<file path="config.mk">
export PLATFORM = sky130hd
export DESIGN_NAME = as_gpio_wr_ctrl_flat
export DESIGN_NICKNAME = d
export VERILOG_FILES = /design/src/rtl/as_pack.sv /design/src/rtl/as_gpio_wr_ctrl_if.sv /design/src/rtl/as_gpio_wr_ctrl_fifo.sv /design/src/rtl/as_gpio_wr_ctrl.sv /design/src/flat_wrapper.sv
export SDC_FILE = /design/constraint.sdc
export NUM_CORES = 1
export LEC_CHECK = 0
export ABC_AREA = 1
export CAP_MARGIN = 0
export CORE_MARGIN = 4
export CORE_UTILIZATION = 41
export CTS_CLUSTER_SIZE = 14
export DETAILED_ROUTE_END_ITERATION = 8
export MAX_ROUTING_LAYER = met4
export PLACE_DENSITY = 0.59
export SLEW_MARGIN = 20
export SYNTH_ARGS = -nofsm -noshare
export SYNTH_HDL_FRONTEND = slang
export SYNTH_HIERARCHICAL = 1
export SYNTH_SLANG_ARGS = --single-unit
</file>
<file path="constraint.sdc">
create_clock -name clk_i -period 3.67 [get_ports clk_i]
set_input_delay 0.734 -clock clk_i [delete_from_list [all_inputs] [get_ports clk_i]]
set_output_delay 0.734 -clock clk_i [all_outputs]
set_load 0.05 [all_outputs]
</file>
<file path="src/rtl/as_pack.sv">
// rtl/as_pack.sv - shared constants and types for the as_top_mem GPIO write path
package as_pack;

  localparam int nr_gpios        = 16;
  localparam int gpio_addr_width = 8;
  localparam int gpio_fifo_depth = 4;
  localparam int gpio_strobe_cyc = 1;

  typedef struct packed {
    logic [gpio_addr_width-1:0] addr;
    logic [nr_gpios-1:0]        data;
  } gpio_wr_t;

  typedef enum logic [1:0] {IDLE, SETUP, STROBE, HOLD} gpio_seq_state_t;

endpackage

</file>
<file path="src/rtl/as_gpio_wr_ctrl_if.sv">
// rtl/as_gpio_wr_ctrl_if.sv - requester handshakes and GPIO pins of the write controller
interface as_gpio_wr_ctrl_if
  import as_pack::*;
#(
  parameter int NR_GPIOS = nr_gpios,
  parameter int ADDR_W   = gpio_addr_width
) ();

  logic                core_req_i;
  logic [ADDR_W-1:0]   core_addr_i;
  logic [NR_GPIOS-1:0] core_data_i;
  logic                core_gnt_o;
  logic                dbg_req_i;
  logic [ADDR_W-1:0]   dbg_addr_i;
  logic [NR_GPIOS-1:0] dbg_data_i;
  logic                dbg_gnt_o;
  logic [NR_GPIOS-1:0] gpio_o;
  logic [ADDR_W-1:0]   gpioAddr_o;
  logic                cs_o;
  logic                busy_o;

  modport slave (
    input  core_req_i, core_addr_i, core_data_i, dbg_req_i, dbg_addr_i, dbg_data_i,
    output core_gnt_o, dbg_gnt_o, gpio_o, gpioAddr_o, cs_o, busy_o
  );

  modport master (
    output core_req_i, core_addr_i, core_data_i, dbg_req_i, dbg_addr_i, dbg_data_i,
    input  core_gnt_o, dbg_gnt_o, gpio_o, gpioAddr_o, cs_o, busy_o
  );

endinterface

</file>
<file path="src/rtl/as_gpio_wr_ctrl_fifo.sv">
// rtl/as_gpio_wr_ctrl_fifo.sv - as_gpio_fifo: small synchronous write buffer
module as_gpio_fifo
  import as_pack::*;
#(
  parameter type entry_t = gpio_wr_t,
  parameter int  DEPTH   = gpio_fifo_depth,
  parameter int  AW      = $clog2(DEPTH),
  parameter int  CW      = $clog2(DEPTH + 1)
) (
  input  logic          clk_i,
  input  logic          rst_i,
  input  logic          push_i,
  input  entry_t        wdata_i,
  input  logic          pop_i,
  output entry_t        rdata_o,
  output logic          full_o,
  output logic          empty_o,
  output logic [CW-1:0] count_o
);

  entry_t        mem_q [DEPTH];
  logic [AW-1:0] wr_ptr_q, wr_ptr_d, rd_ptr_q, rd_ptr_d;
  logic [CW-1:0] count_q, count_d;
  logic          do_push, do_pop;

  assign full_o  = (count_q == CW'(DEPTH));
  assign empty_o = (count_q == '0);
  assign count_o = count_q;
  assign rdata_o = mem_q[rd_ptr_q];
  assign do_push = push_i && !full_o;
  assign do_pop  = pop_i && !empty_o;

  always_comb begin
    wr_ptr_d = wr_ptr_q;
    rd_ptr_d = rd_ptr_q;
    count_d  = count_q;
    if (do_push) wr_ptr_d = wr_ptr_q + 1'b1;
    if (do_pop)  rd_ptr_d = rd_ptr_q + 1'b1;
    if (do_push && !do_pop)      count_d = count_q + 1'b1;
    else if (!do_push && do_pop) count_d = count_q - 1'b1;
  end

  always_ff @(posedge clk_i) begin
    if (!rst_i) begin
      wr_ptr_q <= '0;
      rd_ptr_q <= '0;
      count_q  <= '0;
    end else begin
      wr_ptr_q <= wr_ptr_d;
      rd_ptr_q <= rd_ptr_d;
      count_q  <= count_d;
    end
  end

  // Storage needs no reset: an entry is only read after being written.
  always_ff @(posedge clk_i) begin
    if (do_push) mem_q[wr_ptr_q] <= wdata_i;
  end

endmodule

</file>
<file path="src/rtl/as_gpio_wr_ctrl.sv">
// rtl/as_gpio_wr_ctrl.sv - round-robin write arbiter, buffer and setup/strobe/hold
// sequencer driving the memory-mapped GPIO output port.
module as_gpio_wr_ctrl
  import as_pack::*;
#(
  parameter int NR_GPIOS   = nr_gpios,
  parameter int ADDR_W     = gpio_addr_width,
  parameter int FIFO_DEPTH = gpio_fifo_depth,
  parameter int STROBE_CYC = gpio_strobe_cyc
) (
  input  logic               clk_i,
  input  logic               rst_i,
  as_gpio_wr_ctrl_if.slave   bus
);

  localparam int CW    = $clog2(FIFO_DEPTH + 1);
  localparam int CNT_W = (STROBE_CYC > 1) ? $clog2(STROBE_CYC) : 1;

  typedef struct packed {
    logic [ADDR_W-1:0]   addr;
    logic [NR_GPIOS-1:0] data;
  } wr_t;

  gpio_seq_state_t     state_q, state_d;
  logic [CNT_W-1:0]    cnt_q, cnt_d;
  logic [NR_GPIOS-1:0] gpio_q, gpio_d;
  logic [ADDR_W-1:0]   addr_q, addr_d;
  logic                cs_q, cs_d;
  logic                rr_q, rr_d;
  logic                core_gnt, dbg_gnt, both;
  logic                fifo_full, fifo_empty, pop;
  logic [CW-1:0]       fifo_count;
  wr_t                 push_data, head;

  // rr_q = 0 favours the core, 1 favours debug; only consulted on contention.
  assign both     = bus.core_req_i && bus.dbg_req_i;
  assign core_gnt = !fifo_full && bus.core_req_i && (!bus.dbg_req_i || !rr_q);
  assign dbg_gnt  = !fifo_full && bus.dbg_req_i && (!bus.core_req_i || rr_q);
  assign rr_d     = (both && !fifo_full) ? !rr_q : rr_q;

  always_comb begin
    push_data = '0;
    if (core_gnt)     push_data = '{addr: bus.core_addr_i, data: bus.core_data_i};
    else if (dbg_gnt) push_data = '{addr: bus.dbg_addr_i, data: bus.dbg_data_i};
  end

  as_gpio_fifo #(
    .entry_t (wr_t),
    .DEPTH   (FIFO_DEPTH)
  ) u_fifo (
    .clk_i   (clk_i),
    .rst_i   (rst_i),
    .push_i  (core_gnt || dbg_gnt),
    .wdata_i (push_data),
    .pop_i   (pop),
    .rdata_o (head),
    .full_o  (fifo_full),
    .empty_o (fifo_empty),
    .count_o (fifo_count)
  );

  always_comb begin
    state_d = state_q;
    cnt_d   = cnt_q;
    gpio_d  = gpio_q;
    addr_d  = addr_q;
    pop     = 1'b0;
    case (state_q)
      IDLE: begin
        if (!fifo_empty) begin
          pop     = 1'b1;
          gpio_d  = head.data;
          addr_d  = head.addr;
          state_d = SETUP;
        end
      end
      SETUP: begin
        cnt_d   = '0;
        state_d = STROBE;
      end
      STROBE: begin
        if (cnt_q == CNT_W'(STROBE_CYC - 1)) state_d = HOLD;
        else                                 cnt_d   = cnt_q + 1'b1;
      end
      default: state_d = IDLE;
    endcase
  end

  // cs is registered from the next state so it is high exactly while in STROBE.
  assign cs_d = (state_d == STROBE);

  always_ff @(posedge clk_i) begin
    if (!rst_i) begin
      state_q <= IDLE;
      cnt_q   <= '0;
      gpio_q  <= '0;
      addr_q  <= '0;
      cs_q    <= 1'b0;
      rr_q    <= 1'b0;
    end else begin
      state_q <= state_d;
      cnt_q   <= cnt_d;
      gpio_q  <= gpio_d;
      addr_q  <= addr_d;
      cs_q    <= cs_d;
      rr_q    <= rr_d;
    end
  end

  assign bus.core_gnt_o = core_gnt;
  assign bus.dbg_gnt_o  = dbg_gnt;
  assign bus.gpio_o     = gpio_q;
  assign bus.gpioAddr_o = addr_q;
  assign bus.cs_o       = cs_q;
  assign bus.busy_o     = (fifo_count != '0) || (state_q != IDLE);

endmodule

</file>
<file path="src/flat_wrapper.sv">
// flat-port wrapper written by rule: the top's interface ports become plain ports
module as_gpio_wr_ctrl_flat import as_pack::*;
#(
  parameter int NR_GPIOS   = nr_gpios,
  parameter int ADDR_W     = gpio_addr_width,
  parameter int FIFO_DEPTH = gpio_fifo_depth,
  parameter int STROBE_CYC = gpio_strobe_cyc
)
  (clk_i, rst_i, bus_core_req_i, bus_core_addr_i, bus_core_data_i, bus_dbg_req_i, bus_dbg_addr_i, bus_dbg_data_i, bus_core_gnt_o, bus_dbg_gnt_o, bus_gpio_o, bus_gpioAddr_o, bus_cs_o, bus_busy_o);
  as_gpio_wr_ctrl_if #(.NR_GPIOS(NR_GPIOS), .ADDR_W(ADDR_W)) bus_i ();
  input  logic clk_i;
  input  logic rst_i;
  input wire logic [$bits(bus_i.core_req_i)-1:0] bus_core_req_i;
  input wire logic [$bits(bus_i.core_addr_i)-1:0] bus_core_addr_i;
  input wire logic [$bits(bus_i.core_data_i)-1:0] bus_core_data_i;
  input wire logic [$bits(bus_i.dbg_req_i)-1:0] bus_dbg_req_i;
  input wire logic [$bits(bus_i.dbg_addr_i)-1:0] bus_dbg_addr_i;
  input wire logic [$bits(bus_i.dbg_data_i)-1:0] bus_dbg_data_i;
  output wire logic [$bits(bus_i.core_gnt_o)-1:0] bus_core_gnt_o;
  output wire logic [$bits(bus_i.dbg_gnt_o)-1:0] bus_dbg_gnt_o;
  output wire logic [$bits(bus_i.gpio_o)-1:0] bus_gpio_o;
  output wire logic [$bits(bus_i.gpioAddr_o)-1:0] bus_gpioAddr_o;
  output wire logic [$bits(bus_i.cs_o)-1:0] bus_cs_o;
  output wire logic [$bits(bus_i.busy_o)-1:0] bus_busy_o;
  assign bus_i.core_req_i = bus_core_req_i;
  assign bus_i.core_addr_i = bus_core_addr_i;
  assign bus_i.core_data_i = bus_core_data_i;
  assign bus_i.dbg_req_i = bus_dbg_req_i;
  assign bus_i.dbg_addr_i = bus_dbg_addr_i;
  assign bus_i.dbg_data_i = bus_dbg_data_i;
  assign bus_core_gnt_o = bus_i.core_gnt_o;
  assign bus_dbg_gnt_o = bus_i.dbg_gnt_o;
  assign bus_gpio_o = bus_i.gpio_o;
  assign bus_gpioAddr_o = bus_i.gpioAddr_o;
  assign bus_cs_o = bus_i.cs_o;
  assign bus_busy_o = bus_i.busy_o;
  as_gpio_wr_ctrl #(.NR_GPIOS(NR_GPIOS), .ADDR_W(ADDR_W), .FIFO_DEPTH(FIFO_DEPTH), .STROBE_CYC(STROBE_CYC)) u_core (.clk_i(clk_i), .rst_i(rst_i), .bus(bus_i));
endmodule
</file>
Yosys cells after proc, flatten, opt, wreduce, memory -nomap -nowiden
Memories as Yosys holds them, arrays and structs flattened. A register that Yosys moved wholly into a read port is not among the register bits.
Index checks and enable logic that the tools add are counted.
{"block": "word_totals", "inputBits": 52, "ram_bits": 96, "out_inout_bits": 28, "reg_bits": 12, "n_memories": 1}
{"block": "classes", "add_sub_neg": 5, "reduce_logical": 29, "n_bitwise": 1, "eq_ne": 4, "muxes": 13}
{"name": "u_core.u_fifo.mem_q", "depth": 4, "width": 24, "read_ports": 1, "rd_clocked_by_memory_dff": 1, "wr": 1, "line_no": "as_gpio_wr_ctrl_fifo.sv:21", "rtl": "entry_t mem_q [DEPTH];"}
{"cell": "two-way mux 24 bit", "n": 2}
{"cell": "logical AND 1 bit", "n": 10}
{"cell": "logical NOT 1 bit", "n": 8}
{"cell": "two-way mux 3 bit", "n": 2}
{"cell": "case mux 2 bit (3 select lines)", "n": 1}
{"cell": "nonzero test 2 bit", "n": 3}
{"cell": "two-way mux 1 bit", "n": 5}
{"cell": "adder 2 x 1 -> 2 bit, second input constant", "n": 2}
{"cell": "equality test 2 bit, second input constant", "n": 2}
{"cell": "logical OR 1 bit", "n": 4}
{"cell": "two-way mux 2 bit", "n": 2}
{"cell": "adder 3 x 1 -> 3 bit, second input constant", "n": 1}
{"cell": "equality test 3 bit, second input constant", "n": 1}
{"cell": "logical NOT 3 bit", "n": 1}
{"cell": "nonzero test 3 bit", "n": 1}
{"cell": "subtractor 3 x 1 -> 3 bit, second input constant", "n": 1}
{"cell": "equality test 2 x 1 -> 1 bit, second input constant", "n": 1}
{"cell": "logical NOT 2 bit", "n": 1}
{"cell": "case mux 1 bit (2 select lines)", "n": 1}
{"cell": "AND reduction 2 bit", "n": 1}
{"cell": "adder 1 bit, second input constant", "n": 1}
{"cell": "inverter 1 bit", "n": 1}

Longest topological paths before layout
{"block": "depth", "depth_word": 10, "ltp_mapped": 17}

Modules after synthesis
The synthesis kept the hierarchy.
{"mod": "as_gpio_fifo", "n_inst": 1, "area_per_inst_um2": 4216.5, "cells_per_inst": 302}
{"mod": "as_gpio_wr_ctrl", "n_inst": 1, "area_per_inst_um2": 1413.9, "cells_per_inst": 220}

Worst setup path after synthesis
No wires, ideal clock.
{"block": "synth_path", "kind": "input -> register", "startpoint": "input bus_dbg_req_i", "endpoint": "memory u_core/u_fifo/mem_q[0][0] (netlist bit), enable pin", "n_path_buf": 0, "arrival_ns": 2.229, "setup_time_ns": 0.405, "path_slack_ns": 1.036, "path_stages": 6, "cell_sequence": "inv_1 -> nor2_4 -> nand2_1 -> nand2_1 -> nand2_2 -> nor2_1"}
{"block": "synth_via", "elab_chain_len": 7}
{"element": "start: declaration", "line_no": "flat_wrapper.sv:16", "rtl": "input wire logic [$bits(bus_i.dbg_req_i)-1:0] bus_dbg_req_i;"}
{"element": "logical NOT 1 bit", "line_no": "as_gpio_wr_ctrl.sv:37", "rtl": "assign core_gnt = !fifo_full && bus.core_req_i && (!bus.dbg_req_i || !rr_q);"}
{"element": "logical OR 1 bit", "line_no": "as_gpio_wr_ctrl.sv:37"}
{"element": "logical AND 1 bit", "line_no": "as_gpio_wr_ctrl.sv:37"}
{"element": "logical OR 1 bit *", "line_no": "as_gpio_wr_ctrl.sv:53", "rtl": ".push_i (core_gnt || dbg_gnt),"}
{"element": "logical AND 1 bit *", "line_no": "as_gpio_wr_ctrl_fifo.sv:30", "rtl": "assign do_push = push_i && !full_o;"}
{"element": "two-way mux 1 bit *", "line_no": "as_gpio_wr_ctrl_fifo.sv:57", "rtl": "if (do_push) mem_q[wr_ptr_q] <= wdata_i;"}
{"element": "two-way mux 1 bit (implied by the code) *", "line_no": "as_gpio_wr_ctrl_fifo.sv:57"}
{"element": "end: declaration", "line_no": "as_gpio_wr_ctrl_fifo.sv:21"}
Every way passes the cells marked *; elsewhere a longest branch is shown, timed or not.

Worst setup path after layout
{"block": "layout_path", "startpoint": "register u_core.state_q[0]", "endpoint": "output bus_busy_o"}
{"block": "layout_via", "elab_chain_len": 2}
{"element": "start: declaration", "line_no": "as_gpio_wr_ctrl.sv:24", "rtl": "gpio_seq_state_t state_q, state_d;"}
{"element": "start signal: assignment", "line_no": "as_gpio_wr_ctrl.sv:101", "rtl": "state_q <= state_d;"}
{"element": "nonzero test 2 bit", "line_no": "as_gpio_wr_ctrl.sv:115", "rtl": "assign bus.busy_o = (fifo_count != '0) || (state_q != IDLE);"}
{"element": "logical OR 1 bit", "line_no": "as_gpio_wr_ctrl.sv:115"}
{"element": "end: declaration", "line_no": "flat_wrapper.sv:24", "rtl": "output wire logic [$bits(bus_i.busy_o)-1:0] bus_busy_o;"}
Every way passes these cells.

==> flow_metrics.py <==
metrics = {
    "layout": {
        "layout_common_cells": "96 x edfxtp_1, 89 x nor2_1, 77 x clkdlybuf4s50_1, 72 x nand2_1, 64 x o21ai_0",
        "final_common_cell": "edfxtp_1",
        "register_area_sq_um": 3625,
        "nNetsFinal": 665,
        "area_delta_synth_final_pct": 29.04,
        "antenna_cells": 0,
        "final_core_util_pct": 54.43,
        "multiInputGateArea_sq_um": 1727,
        "fill_cells": 1166,
        "drive_gt1_share_pct": 16.18,
    },
    "clock_tree": {
        "clock_latency_ns": 0.42,
        "cts-hold-fix-buffers": 0,
        "cts_tree": "yes",
        "ctsLongestPathBuffers": 2,
        "cts.sinks": 133,
        "post-cts-setup-buffers": 0,
        "post_cts_resized": 0,
        "numCtsBuffers": 17,
        "cts-htree-levels": 4,
        "root_buffer": "clkbuf_16",
        "path_clk_slew_ns": 0.06,
    },
    "power": {
        "p_leak_nw": 2.774,
        "power_mw": 6.386,
        "seqPwrFrac_pct": 34.2,
        "netSwitchingPower_mw": 2.279,
        "p_clk_share_pct": 30.5,
        "swShare_pct": 35.69,
        "p_int_mw": 4.106,
        "p_comb_share_pct": 35.3,
        "worst_ir_drop_vdd_mv": 0.3215,
        "power_density_nw_per_um2": 878.9,
    },
    "timing": {
        "fin_skew_ns": 0.01177,
        "slew_viol_final": 0,
        "fmax_ghz": 0.3734,
        "hold_viol": 0,
        "rsz0062_at_grt": "false",
        "fin_crit_ns": 2.678,
        "worst_pin_slew_ns": 1.017,
        "slew_headroom_pct": 32.07,
        "setup_viol": 0,
        "worst_hold_slack_ns": 0.4814,
        "tns_ns": 0,
        "finalCritPeriodShare_pct": 72.98,
    },
    "setup_path": {
        "setup.worst_path.start_class": "register",
        "required_ns": 2.94,
        "critPathKind": "reg2out",
        "arrival_ns": 1.94,
        "r2r-start": "u_core/u_fifo/count_o[0]$_SDFFE_PN0P_",
        "critPathLaunch": "u_core/state_q[0]$_SDFF_PN0_",
        "worstPathMaxFanout": 4,
        "end_kind": "primary output",
    },
    "floorplan": {
        "dieArea_sq_um": 15670,
        "num_rows": 42,
        "initial_core_util_pct": 42.18,
        "pin_count": 80,
        "core_sq_um": 13350,
        "fp.dieW_um": 125.2,
        "die_y_um": 125.2,
    },
    "logic_synthesis": {
        "synthesis.area_sq_um": 5630,
        "avgSynthCellArea_sq_um": 10.79,
        "synth_seq_cells": 133,
        "yosysTopAreaCellShare_pct": 51.20,
        "yosysUniqueCellTypes": 27,
        "synth-main-ff-cell": "edfxtp_1",
        "yosys.area.top_type": "edfxtp_1",
        "ys_warn_count": 6,
        "ys_seq_area_share_pct": 64.36,
        "netlist_instances": 522,
        "synth_area_leaders": "edfxtp_1 51%, dfxtp_1 13%, nor2_1 6.2%",
        "synth-edff-count": 96,
        "synth_nets": 582,
        "ys_async_sr_fraction_pct": 0,
    },
    "hold_path": {
        "worstHoldStart": "u_core/bus.gpio_o[6]$_SDFFE_PN0P_",
        "hold_class": "reg2reg",
    },
    "detailed_routing": {
        "detail-route-antenna-nets": 0,
        "firstDrtPassIters": 4,
        "wl_mm": 12.97,
        "drt-initial-drc-count": 232,
        "wl_per_cell_um": 16.34,
        "vias": 4014,
        "drc": 0,
        "vias_per_cell": 5.055,
    },
    "place": {
        "place_hpwl_mm": 7.793,
        "gp_congestion": 0.7737,
        "portBuffers": 79,
    },
    "global_routing": {
        "grt-ovfl-total": 0,
        "first_global_vias": 4037,
        "grt_start_max_net_pins": 50,
        "grt_pass1_wl_mm": 20.79,
        "track_usage_pct": 17.54,
        "grt_antenna_before_repair": 0,
    },
    "flow_run": {
        "drv_cap": 0,
    },
    "run_status": {
        "status": "finished, final reports clean",
    },
}
[cell families after synthesis]
logic type | synth area share, %
AND/OR/NAND/NOR | 16.56
flip-flops | 64.36
AO/OA/AOI/OAI | 11.87
buffers and inverters | 5.156
adder cells (fa/ha/maj) | 1.911
XOR/XNOR | 0.1556
[synth_stat cells, types with 2 or more instances]
cell	instances
o21ai_1	10
edfxtp_1	96
buf_4	4
nand2_1	72
clkbuf_2	2
nand2_2	2
nor2_2	20
inv_2	6
a21oi_1	3
inv_1	25
dfxtp_1	37
o22ai_2	20
o21ai_0	64
nor2_1	93
o22ai_1	4
buf_6	5
ha_1	7
clkbuf_1	2
buf_2	14
nand3_1	29
[layer usage]
layer	global-route usage (%)	wire length, um
met1	21.84	5725
met2	27.65	6405
met3	5.032	668
met4	5.995	172
met5	-	0
[flip-flops by register name, indices dropped and copies added (netlist names), named ones only]
signal and count:
u_core/u_fifo/mem_q 96, u_core/bus.gpio_o 16, u_core/bus.gpioAddr_o 8, u_core/u_fifo/count_o 3
u_core/state_q 2, u_core/u_fifo/rd_ptr_q 2, u_core/u_fifo/wr_ptr_q 2, u_core/bus.cs_o 1
u_core/rr_q 1
[final timing paths]
path	end	cells after the start	slack, ns
min reg2reg	u_core/bus.gpio_o[6]$_SDFFE_PN0P_	2	0.48
max reg2reg	u_core/u_fifo/count_o[2]$_SDFFE_PN0P_	16	1.16
max	bus_busy_o	4	0.99
min	u_core/bus.gpio_o[6]$_SDFFE_PN0P_	2	0.48
[critical path: stages, from the launching register on]
cell             delay (ns)
dfxtp_1                0.37
inv_1                  0.06
ha_1                   0.23
nand2_1                0.08
clkdlybuf4s50_1        0.79
[power by group through the flow]
stage / clock [mW] / combinational (mW) / sequential (mW)
after detailed placement: 0 / 2.27 / 2.21
after global placement: 0 / 2.22 / 2.20
after CTS: 1.97 / 2.28 / 2.19
after global routing: 2.05 / 2.49 / 2.22
final: 1.95 / 2.26 / 2.18
after floorplan: 0 / 1.34 / 2.51
[stage by stage]
stage	std cells	area [sq um]	setup slack, ns
CTS	794	7266	0.9578
detailed placement	762	6576	0.7466
global placement	762	6576	0.8381
global route	794	7266	0.9116
floorplan	522	5630	1.036
finish	794	7266	0.9916
[layout make-up]
type,instances,area share [%]
flip-flops and latches,133,49.89
multi-input cells,331,23.76
repair buffers,91,12.23
clock buffers,20,6.423
clock inverters,12,3.065
well taps,176,3.031
inverters,31,1.602
Note: power is estimated with default switching activity, not from simulation.
